### config.mk
export PLATFORM = sky130hd
export DESIGN_NAME = instruct_fetch_buf
export DESIGN_NICKNAME = d
export VERILOG_FILES = /design/src/rtl/instruct_fetch_buf_pkg.sv /design/src/rtl/fetch_queue.sv /design/src/rtl/instruct_fetch_buf.sv
export SDC_FILE = /design/constraint.sdc
export NUM_CORES = 1
export LEC_CHECK = 0
export CORE_MARGIN = 1
export CORE_UTILIZATION = 56
export DETAILED_ROUTE_END_ITERATION = 7
export PLACE_DENSITY = 0.79
export SYNTH_ARGS = -nofsm -noshare
export SYNTH_HDL_FRONTEND = slang
export SYNTH_HIERARCHICAL = 1
export SYNTH_SLANG_ARGS = --single-unit
### constraint.sdc
create_clock -name clk -period 5.4 [get_ports clk]
set_input_delay 1.08 -clock clk [delete_from_list [all_inputs] [get_ports clk]]
set_output_delay 1.08 -clock clk [all_outputs]
set_load 0.005 [all_outputs]
### src/rtl/instruct_fetch_buf_pkg.sv
// ============================================================================
// Module   : instruct_fetch_buf_pkg
// Brief    : Shared defaults and FSM state encoding for the fetch buffer.
// Revision : 1.0 - initial release
// ============================================================================
`default_nettype none

package instruct_fetch_buf_pkg;

    localparam int          C_MAX_LENGTH = 32;
    localparam int          C_QDEPTH     = 4;
    localparam int unsigned C_RESET_PC   = 32'h0000_0000;
    localparam int unsigned C_PC_STEP    = 32'd4;

    typedef enum logic [1:0] {
        ST_FETCH    = 2'd0,
        ST_FULL     = 2'd1,
        ST_REDIRECT = 2'd2
    } fetch_state_e;

endpackage : instruct_fetch_buf_pkg

`default_nettype wire

### src/rtl/fetch_queue.sv
// ============================================================================
// Module   : fetch_queue
// Brief    : Power-of-two depth FIFO with synchronous flush, used as the
//            prefetch queue. Head entry is visible combinationally.
// Revision : 1.0 - initial release
// ============================================================================
`default_nettype none

module fetch_queue #(
    parameter int WIDTH = 64,
    parameter int DEPTH = 4,
    localparam int AW = (DEPTH > 1) ? $clog2(DEPTH) : 1,
    localparam int CW = $clog2(DEPTH + 1)
) (
    input  logic             clk,
    input  logic             rst,
    input  logic             push_i,
    input  logic             pop_i,
    input  logic             flush_i,
    input  logic [WIDTH-1:0] wdata_i,
    output logic [WIDTH-1:0] rdata_o,
    output logic [CW-1:0]    count_o,
    output logic             empty_o,
    output logic             full_o
);

    logic [WIDTH-1:0] mem_q [DEPTH];
    logic [AW-1:0]    wr_ptr_q;
    logic [AW-1:0]    rd_ptr_q;
    logic [CW-1:0]    count_q;
    logic             w_do_push;
    logic             w_do_pop;

    assign empty_o   = (count_q == '0);
    assign full_o    = (count_q == CW'(DEPTH));
    assign w_do_pop  = pop_i && !empty_o;
    assign w_do_push = push_i && (!full_o || w_do_pop);

    always_ff @(posedge clk or posedge rst) begin
        if (rst) begin
            wr_ptr_q <= '0;
            rd_ptr_q <= '0;
            count_q  <= '0;
        end else if (flush_i) begin
            wr_ptr_q <= '0;
            rd_ptr_q <= '0;
            count_q  <= '0;
        end else begin
            if (w_do_push) wr_ptr_q <= wr_ptr_q + AW'(1);
            if (w_do_pop)  rd_ptr_q <= rd_ptr_q + AW'(1);
            count_q <= count_q + CW'(w_do_push) - CW'(w_do_pop);
        end
    end

    // Storage needs no reset: readers only look at it when count is non-zero.
    always_ff @(posedge clk) begin
        if (w_do_push && !flush_i) mem_q[wr_ptr_q] <= wdata_i;
    end

    assign rdata_o = mem_q[rd_ptr_q];
    assign count_o = count_q;

endmodule : fetch_queue

`default_nettype wire

### src/rtl/instruct_fetch_buf.sv
// ============================================================================
// Module   : instruct_fetch_buf
// Brief    : Instruction prefetch buffer with branch redirect and flush.
// Revision : 1.0 - initial release
// ============================================================================
`default_nettype none

module instruct_fetch_buf
    import instruct_fetch_buf_pkg::*;
#(
    parameter int                    MAX_LENGTH = C_MAX_LENGTH,
    parameter int                    QDEPTH     = C_QDEPTH,
    parameter logic [MAX_LENGTH-1:0] RESET_PC   = MAX_LENGTH'(C_RESET_PC),
    parameter logic [MAX_LENGTH-1:0] PC_STEP    = MAX_LENGTH'(C_PC_STEP)
) (
    input  logic                  clk,
    input  logic                  reset,
    input  logic                  brTaken,
    input  logic [MAX_LENGTH-1:0] brPC,
    input  logic [MAX_LENGTH-1:0] brOffset,
    input  logic                  freeze,
    output logic                  imem_req,
    output logic [MAX_LENGTH-1:0] imem_addr,
    input  logic [MAX_LENGTH-1:0] imem_rdata,
    output logic                  out_valid,
    output logic [MAX_LENGTH-1:0] programrun_counter,
    output logic [MAX_LENGTH-1:0] instruction
);

    localparam int CW = $clog2(QDEPTH + 1);

    fetch_state_e            state_q, state_d;
    logic [MAX_LENGTH-1:0]   pc_q, pc_d;
    logic [MAX_LENGTH-1:0]   req_pc_q;
    logic                    inflight_q;

    logic [2*MAX_LENGTH-1:0] w_head;
    logic [CW-1:0]           w_count;
    logic                    w_empty;
    logic                    w_full;
    logic                    w_pop;
    logic                    w_push;
    logic [CW:0]             w_occ;
    logic                    w_room;
    logic                    w_req;
    logic [MAX_LENGTH-1:0]   w_target;

    assign w_target = brPC + (brOffset << 2);

    assign w_pop  = !w_empty && !freeze;
    // A response landing during REDIRECT belongs to an abandoned stream.
    assign w_push = inflight_q && (state_q != ST_REDIRECT) && !brTaken;

    // Occupancy after this cycle's pop and write; a new request needs one slot.
    assign w_occ  = {1'b0, w_count} - (CW+1)'(w_pop) + (CW+1)'(w_push);
    assign w_room = (w_occ < (CW+1)'(QDEPTH)) && !(w_full && freeze);
    assign w_req  = w_room && !brTaken && !reset;

    fetch_queue #(
        .WIDTH (2 * MAX_LENGTH),
        .DEPTH (QDEPTH)
    ) u_queue (
        .clk     (clk),
        .rst     (reset),
        .push_i  (w_push),
        .pop_i   (w_pop && !brTaken),
        .flush_i (brTaken),
        .wdata_i ({req_pc_q, imem_rdata}),
        .rdata_o (w_head),
        .count_o (w_count),
        .empty_o (w_empty),
        .full_o  (w_full)
    );

    always_comb begin
        state_d = state_q;
        pc_d    = pc_q;
        if (brTaken) begin
            state_d = ST_REDIRECT;
            pc_d    = w_target;
        end else begin
            case (state_q)
                ST_FETCH:    state_d = w_room ? ST_FETCH : ST_FULL;
                ST_FULL:     state_d = w_room ? ST_FETCH : ST_FULL;
                ST_REDIRECT: state_d = ST_FETCH;
                default:     state_d = ST_FETCH;
            endcase
            if (w_req) pc_d = pc_q + PC_STEP;
        end
    end

    always_ff @(posedge clk or posedge reset) begin
        if (reset) begin
            state_q    <= ST_FETCH;
            pc_q       <= RESET_PC;
            req_pc_q   <= '0;
            inflight_q <= 1'b0;
        end else begin
            state_q    <= state_d;
            pc_q       <= pc_d;
            inflight_q <= w_req;
            if (w_req) req_pc_q <= pc_q;
        end
    end

    assign imem_req           = w_req;
    assign imem_addr          = pc_q;
    assign out_valid          = !w_empty;
    assign programrun_counter = w_empty ? '0 : w_head[2*MAX_LENGTH-1:MAX_LENGTH];
    assign instruction        = w_empty ? '0 : w_head[MAX_LENGTH-1:0];

endmodule : instruct_fetch_buf

`default_nettype wire

---- Word-level counts from Yosys, hierarchy flattened ----
Memories as Yosys holds them, arrays and structs flattened.
Index checks and enable logic that the tools add are counted.
word-level totals
  output and inout port bits .............. 98
  memory bits (writable) .................. 256
  input bits .............................. 100
  bits in registers ....................... 74
  memories ................................ 1
memory list
  memory         words  width  read ports  clocked after memory_dff  write ports  line               text
  u_queue.mem_q  4      64     1           0                         1            fetch_queue.sv:27  logic [WIDTH-1:0] mem_q [DEPTH];
cells by class
  equality and inequality tests ........... 3
  muxes and demuxes ....................... 14
  reductions and logical operators ........ 24
  add/sub/neg operators ................... 8
  $lt $le $gt $ge ......................... 1
operator list
  operator                                                                      count
  32-bit two-way mux                                                            4
  32-bit by 3-bit adder with 32-bit output, second input constant               1
  32-bit adder                                                                  1
  1-bit logical AND                                                             11
  2-bit two-way mux                                                             5
  1-bit zero test                                                               6
  2-bit nonzero test                                                            3
  2-bit by 1-bit adder with 2-bit output, second input constant                 2
  4-bit by 1-bit adder with 4-bit output                                        1
  4-bit by 3-bit less-than comparator with 1-bit output, second input constant  1
  1-bit two-way mux                                                             4
  3-bit by 1-bit subtractor with 4-bit output                                   1
  3-bit by 1-bit adder with 3-bit output                                        1
  3-bit == test, second input constant                                          1
  3-bit zero test                                                               1
  3-bit two-way mux                                                             1
  3-bit by 1-bit subtractor with 3-bit output                                   1
  2-bit by 1-bit == test with 1-bit output, second input constant               1
  2-bit zero test                                                               1
  2-bit inequality test, second input constant                                  1
  2-bit OR reduction                                                            1
  1-bit logical OR                                                              1

---- Depth between registers and ports, before layout ----
Gate-level depths: netlist (run 1).
  depth after elaboration ................. 11
  gate-level depth with buffers ........... 14

---- Hierarchy ----
The synthesis (run 1) kept the hierarchy.
modules (own cells, without submodules)
  module              area an instance (µm²)  times used  cells an instance
  fetch_queue         9721.8                  1           380
  instruct_fetch_buf  5627.9                  1           646

---- Worst setup path before layout (run 1) ----
No wires, ideal clock.
  path type ............................... input-to-output
  start ................................... input brTaken
  end ..................................... output imem_req
  setup slack ............................. 0.729 ns
  stages .................................. 13
  arrival ................................. 3.591 ns
  path buffers ............................ 3
  cell sequence ........................... clkbuf_1 > clkinv_1 > buf_1 > and3_1 > inv_1 > ha_1 > inv_1 > ha_1 > and3b_1 > o211ai_2 > nand4_1 > nor3_2 > buf_4
between the ends
  word-level cells in the longest chain between the ends .. 7
RTL lines
  item                                                   line                      text
  start: declaration                                     instruct_fetch_buf.sv:18  input logic brTaken,
  1-bit zero test                                        instruct_fetch_buf.sv:52  assign w_push = inflight_q && (state_q != ST_REDIRECT) && !brTaken;
  1-bit logical AND                                      instruct_fetch_buf.sv:52
  via w_push                                             instruct_fetch_buf.sv:42  logic w_push;
  4-bit by 1-bit adder with 4-bit output                 instruct_fetch_buf.sv:55  assign w_occ = {1'b0, w_count} - (CW+1)'(w_pop) + (CW+1)'(w_push);
  4-bit by 3-bit less-than comparator with 1-bit output  instruct_fetch_buf.sv:56  assign w_room = (w_occ < (CW+1)'(QDEPTH)) && !(w_full && freeze);
  1-bit logical AND                                      instruct_fetch_buf.sv:56
  1-bit logical AND (2 in a row)                         instruct_fetch_buf.sv:57  assign w_req = w_room && !brTaken && !reset;
  end: declaration                                       instruct_fetch_buf.sv:22  output logic imem_req,
The timed path passes the listed nets, and every way through them passes these cells.

---- Final worst setup path (run 1) ----
  start ................................... input freeze
  end ..................................... output imem_req
between the ends
  word-level cells in the longest chain between the ends .. 8
  elaborated cells between the ends (all ways) .. 10
  classes of those cells .................. 2 x add/sub; 1 x order compare; 7 x reduce/logical
RTL lines
  item                                                   line                      text
  start: declaration                                     instruct_fetch_buf.sv:21  input logic freeze,
  1-bit zero test                                        instruct_fetch_buf.sv:50  assign w_pop = !w_empty && !freeze;
  1-bit logical AND                                      instruct_fetch_buf.sv:50
  3-bit by 1-bit subtractor with 4-bit output            instruct_fetch_buf.sv:55
  4-bit by 1-bit adder with 4-bit output                 instruct_fetch_buf.sv:55
  4-bit by 3-bit less-than comparator with 1-bit output  instruct_fetch_buf.sv:56
  1-bit logical AND *                                    instruct_fetch_buf.sv:56
  1-bit logical AND * (2 in a row)                       instruct_fetch_buf.sv:57
Every way passes the cells marked *; elsewhere a longest branch is shown, timed or not.

==> results of run 1 <==
==> registers in the layout (all words and copies together) (netlist names) <==
signal            flops
u_queue/mem_q       256
u_queue/wr_ptr_q      2
inflight_q            1
state_q               2
imem_addr            32
u_queue/rd_ptr_q      2
req_pc_q             32
u_queue/count_o       3
==> synthesized netlist by cell type, drive strengths merged, types with 8 or more instances <==
| cell type | n | area (um2) |
|---|---|---|
| xor2 | 21 | 184 |
| nor4 | 12 | 106 |
| a211oi | 13 | 103 |
| a21o | 8 | 60.1 |
| a21oi | 32 | 160 |
| xnor2 | 20 | 175 |
| nor2b | 66 | 415 |
| buf | 27 | 180 |
| nand3 | 16 | 80.1 |
| o21ai | 32 | 160 |
| and4 | 9 | 78.8 |
| inv | 21 | 78.8 |
| mux2i | 13 | 130 |
| mux4 | 64 | 1440 |
| nand4 | 18 | 125 |
| clkbuf | 22 | 82.6 |
| nand2 | 62 | 233 |
| nor2 | 39 | 146 |
| o21a | 10 | 75.1 |
| edfxtp | 256 | 7690 |
| mux2 | 35 | 398 |
| dfrtp | 74 | 1850 |
| ha | 38 | 475 |
| nor3 | 18 | 100 |
| and3 | 13 | 81.3 |
==> worst max-delay path: stages <==
cell                              delay, ps
sky130_fd_sc_hd__clkdlybuf4s50_1        440
sky130_fd_sc_hd__nor2_1                 110
sky130_fd_sc_hd__ha_1                   150
sky130_fd_sc_hd__inv_1                   40
sky130_fd_sc_hd__ha_1                   270
sky130_fd_sc_hd__and3b_1                200
sky130_fd_sc_hd__o211ai_2               320
sky130_fd_sc_hd__nand4_1                240
sky130_fd_sc_hd__nor3_4                 280
sky130_fd_sc_hd__clkdlybuf4s50_1        560
==> layer usage <==
layer / track usage (%) / up-vias / routed length, um
met4: 4.83 / 0 / 483
met1: 33.0 / 4736 / 14400
li1: - / 4357 / -
met2: 42.0 / 338 / 16700
met5: 0 / - / 0
met3: 4.33 / 35 / 2250
==> final timing paths <==
kind | start | to | slack (ps) | cells past startpoint
max | freeze | imem_req | 620 | 10
min | state_q[1] | state_q[0] | 460 | 1
max reg2reg | u_queue/count_o[1] | u_queue/mem_q[0][49] | 1870 | 6
min reg2reg | state_q[1] | state_q[0] | 460 | 1
max in group asynchronous | reset | imem_addr[3] | 3180 | 3
min in group asynchronous | reset | u_queue/wr_ptr_q[1] | 1000 | 2
==> logic make-up (layout without fill, tap and decap cells) <==
family,after synthesis,in the layout,share of synthesized area [%]
buffers and inverters,71,279,2.25
flip-flops,330,330,62.1
XOR/XNOR,41,41,2.34
adder cells (fa/ha/maj),40,40,3.36
multiplexers,112,112,12.8
other,0,1,0
AO/OA/AOI/OAI,138,138,6.11
AND/OR/NAND/NOR,294,294,11.0
==> per-stage QoR <==
| step | hold slack (ps) | power, W | utilization, % | std cells |
|---|---|---|---|---|
| after global placement | 464 | 0.00399 | 65.1 | 1519 |
| after floorplan | 410 | 0.00360 | - | 1026 |
| after CTS | 465 | 0.00609 | 68.8 | 1575 |
| after global routing | 474 | 0.00627 | 68.8 | 1575 |
| after detailed placement | 456 | 0.00402 | 65.1 | 1519 |
| final | 459 | 0.00605 | 68.8 | 1576 |
==> report_power, final <==
| group | total (W) | internal [W] | switching (W) |
|---|---|---|---|
| clock | 0.00207 | 0.00120 | 0.000871 |
| combinational | 0.000783 | 0.000407 | 0.000376 |
| sequential | 0.00319 | 0.00298 | 0.000211 |
| total | 0.00605 | 0.00459 | 0.00146 |
==> area by class of cell <==
class,instances,area share [%]
Antenna cell,1,0.0135
Sequential cell,330,51.5
Clock inverter,11,0.493
Inverter,22,0.445
Multi-Input combinational cell,625,29.6
Clock buffer,45,4.85
Tap cell,341,2.30
Timing Repair Buffer,201,10.8
==> metrics.md, run 1 <==
| Metric | Value |
|---|---|
| Vias post-DR | `9466` |
| Post-Layout Inst Area | `18500 um2` |
| Clock input transition at the sequential cells of the worst setup and hold paths | `60 ps` |
| Clock Sink Count | `330` |
| Worst setup skew after layout | `10.6 ps` |
| Count of flip-flops with a built-in enable after synthesis | `256` |
| HPWL after detailed placement | `22300 um` |
| Port Buffer Count | `195` |
| Vertical extent of the die | `168 um` |
| Clk root buf | `sky130_fd_sc_hd__clkbuf_16` |
| Area of combinational cells with multiple inputs | `5490 um2` |
| Power Dens Cells | `326 nW/um2` |
| DRC violation count after routing | `0` |
| Routed wirelength normalized by instance count | `21.5 um` |
| Share of synthesized registers carrying an async set or reset | `22.4%` |
| Combined flip-flop and latch cell area | `9550 um2` |
| Final Hold Violating Endpoints | `0` |
| Number of antenna-violating nets in the routed design | `0` |
| CTS Hold Bufs | `0` |
| Vias per inst | `6.01` |
| Post-CTS Setup Inserts | `0` |
| Final net count | `1350` |
| Routability congestion estimate from global placement | `0.901` |
| Dpl cell area | `17500 um2` |
| Area of the die | `28100 um2` |
| Arrival @ worst endpoint | `3700 ps` |
| Setup violations, final | `0` |
| Sum of negative setup slack | `0 ps` |
| Final Max Slew Viols | `0` |
| Pre-CTS WS | `596 ps` |
| GRT Resource Usage Total | `24.5%` |
| Wire length after detailed routing | `33800 um` |
| Unrepaired setup endpoints after global routing | `no` |
| Clock insertion delay at the later pin of the skew report | `540 ps` |
| Num CTS Buffers | `30` |
| Die span in x | `168 um` |
| Synth Instances | `1026` |
| Number of antenna violations at the first check in global routing | `1` |
| Mean cell area of the mapped netlist | `15.0 um2` |
| Total of warnings raised by yosys | `6` |
| Total core area | `27000 um2` |
| Netlist area before placement | `15300 um2` |
| Initial Utilization | `57.0%` |
| Startpoint type of the worst setup path | `primary input` |
| Number of core rows | `60` |
| Leakage Power | `6.31 nW` |
| Syn nets | `1166` |
| Transition time at the pin with the least slew margin | `1040 ps` |
| Yosys cell types | `77` |
| Final critical delay including setup and external delays | `4780 ps` |
| Part of the Yosys area used for sequential elements | `62.1%` |
| Total of fill cells in the finished design | `1805` |
| Number of DRC markers in iteration 0 | `773` |
| TritonCTS clock tree | `built` |
| Type of the worst setup path | `in -> out` |
| Fraction of final layout cells with drive strength greater than 1 | `14.2%` |
| Max Fclk | `209 MHz` |
| Worst slew slack as a fraction of its limit | `30.4%` |
| #FFs+latches synth | `330` |
| Length of the first detailed-routing pass in iterations | `7` |
| Max-Cap Viols | `0` |
| Via count of the first global-routing pass | `9589` |
| Outcome | `complete, no violations` |
| Wire length of the first global-routing pass | `53000 um` |
| Resized Gates After CTS | `0` |
| HP Class | `reg -> reg` |
| Final Cycle Share | `88.4%` |
| Most used cells in the layout excluding fill and tap cells | `sky130_fd_sc_hd__edfxtp_1 (256), sky130_fd_sc_hd__clkdlybuf4s50_1 (194), sky130_fd_sc_hd__dfrtp_1 (72), sky130_fd_sc_hd__nor2b_1 (65), sky130_fd_sc_hd__mux4_2 (64)` |
| Required time of the critical path | `4320 ps` |
| Count of boundary I/O pins | `198` |
| GR Overflow Total | `0` |
| Clk buf depth | `3` |
| Post-synthesis to final-layout area growth | `20.8%` |
| Setup slack after layout | `624 ps` |
| Most common cell after layout, fill and taps aside | `sky130_fd_sc_hd__edfxtp_1` |
| Worst IR Drop VDD | `0.238 mV` |
| Sort of element at the end of the critical path | `primary output` |
| Maximum fanout encountered on the critical timing path | `7` |
| Leading register cell type out of synthesis | `sky130_fd_sc_hd__edfxtp_1` |
| Clock H-tree levels | `1` |
| Maximum number of pins on one net before global-route repair | `67` |
Note: power is estimated with default switching activity, not from simulation.
==> inputs of run 2 (changes only) <==
CAP_MARGIN = 10   (was unset)
==> results of run 2 <==
Final layout, timing and power as in run 1 (identical DEF).
==> variant (flow settings as in run 1) <==
Register the input `imem_rdata` before use. The logic sees it one clock later. The other inputs are not delayed to match.
--- a/src/rtl/instruct_fetch_buf.sv
+++ b/src/rtl/instruct_fetch_buf.sv
@@ -29,4 +29,10 @@
 
     localparam int CW = $clog2(QDEPTH + 1);
+
+    logic [MAX_LENGTH-1:0] imem_rdata_q;
+
+    always_ff @(posedge clk) begin
+        imem_rdata_q <= imem_rdata;
+    end
 
     fetch_state_e            state_q, state_d;
@@ -66,5 +72,5 @@
         .pop_i   (w_pop && !brTaken),
         .flush_i (brTaken),
-        .wdata_i ({req_pc_q, imem_rdata}),
+        .wdata_i ({req_pc_q, imem_rdata_q}),
         .rdata_o (w_head),
         .count_o (w_count),
Function: changed (a bounded check fails within 4 cycles, from zero or initial values and one cycle with reset high).
==> variant against run 1 <==
Critical endpoint unchanged. Routed wire length is 12% lower. Non-clock buffer count is 1 higher. Hold slack worse by 0.022 ns. Sequential cell count is 32 higher. Worst setup slack better by 0.39 ns. Area after synthesis is 0.14% higher. Cell area is 2.2% higher. Largest cell class unchanged. Total power is 12% higher.
==> variant: results (changes against run 1) <==
The highest fanout seen on the critical path is 3 (was 7). The share of the yosys chip area belonging to registers is 66.2% (was 62.1%). Run status: complete, no violations (unchanged). The count of antenna diodes in the layout is 0 (was 1). The area share of xor/xnor cells in the synthesized design came to 3.19% (was 2.34%). The final net count came out at 1300 (was 1350). The largest clock skew in the final design is 0.0259 ns (was 0.0106 ns).

The synthesized netlist net count is 1095 (was 1166). The cell leakage power came out at 0.00665 µW (was 0.00631 µW). The count of fill cells added during filler insertion was 1731 (was 1805). Most area-consuming cells after synthesis: sky130_fd_sc_hd__edfxtp_1 50%, sky130_fd_sc_hd__dfrtp_1 12%, sky130_fd_sc_hd__mux4_2 9.4% (unchanged). The met2 wirelength from detailed routing is 15200 µm (was 16700 µm).

The routing usage on met1 came out at 27.6% (was 33.0%). The global-route wire length before repair is 47800 µm (was 53000 µm). The initial detailed-routing violation count came out at 588 (was 773).

The via count normalized by instance count is 5.64 (was 6.01). The maximum level of the CTS H-tree came out at 2 (was 1). The share of the synthesized area in compound gates (AO/OA/AOI/OAI) came out at 5.31% (was 6.11%). The maximum resistive drop on vdd came out at 0.217 mV (was 0.238 mV). The detailed-routing iteration count for the pre-antenna-repair pass is 4 (was 7). The async set-or-reset flop fraction in the synthesized netlist is 20.4% (was 22.4%). The routed length on met1 came out at 12000 µm (was 14400 µm).

Commonest cells in the synthesized netlist: 256 x sky130_fd_sc_hd__edfxtp_1, 74 x sky130_fd_sc_hd__dfrtp_1, 65 x sky130_fd_sc_hd__nor2b_1 (unchanged). The clock insertion delay at the later pin of the skew report came out at 0.52 ns (was 0.54 ns). The mux share of post-synthesis cell area came to 12.2% (was 12.8%). The adder-cell share of the synthesized area is 3.35% (was 3.36%). The placed wire-length estimate is 17300 µm (was 22300 µm). The met2 capacity usage during global routing is 38.6% (was 42.0%).

The share of final-layout standard cells stronger than drive strength 1 is 16.1% (was 14.2%). The routability-driven placement congestion ratio came out at 0.883 (was 0.901).
[variant: per-stage QoR]
stage | instances | area (µm²) | hold WS (ns)
floorplan | 955 | 15400 | 0.410
global placement | 1462 | 17600 | 0.419
detailed placement | 1462 | 17600 | 0.431
CTS | 1530 | 18900 | 0.436
global route | 1530 | 18900 | 0.445
finish | 1530 | 18900 | 0.437
[variant: worst reg2reg max path, stage by stage (launching register included)]
cell	delay [ns]
sky130_fd_sc_hd__dfrtp_1	0.63
sky130_fd_sc_hd__nor3_2	0.11
sky130_fd_sc_hd__buf_4	0.40
sky130_fd_sc_hd__nor3_1	0.65
sky130_fd_sc_hd__nor4b_4	0.11
sky130_fd_sc_hd__nor3b_1	0.44
sky130_fd_sc_hd__and2_4	0.93
[variant: logic make-up after synthesis]
| kind of cell | Yosys count |
|---|---|
| buf+inv | 58 |
| mux | 102 |
| fa+ha+maj | 40 |
| compound gates | 117 |
| simple gates | 220 |
| xor+xnor | 56 |
| flops | 362 |
[variant: final timing paths]
check	from	to	slack (ns)
worst max-delay path	freeze	imem_req	1.02
min in group asynchronous	reset	u_queue/count_o[0]	0.95
worst min-delay path	state_q[1]	state_q[0]	0.44
worst max register to register	u_queue/count_o[1]	u_queue/mem_q[2][9]	1.71
worst min register to register	state_q[1]	state_q[0]	0.44
max in group asynchronous	reset	imem_addr[23]	3.51
[variant: layout make-up]
class / instances / area (µm²) / area share [%]
Clock inverter: 19 / 253 / 1.33
Multi-Input combinational cell: 535 / 4920 / 26.0
Inverter: 22 / 82.6 / 0.436
Tap cell: 341 / 427 / 2.25
Timing Repair Buffer: 202 / 2010 / 10.6
Sequential cell: 362 / 10200 / 53.8
Clock buffer: 49 / 1050 / 5.56
[variant: where the power goes]
part           total (µW)  switching, µW  internal (µW)
sequential           3410            191           3210
combinational         662            281            381
clock                2690           1020           1670
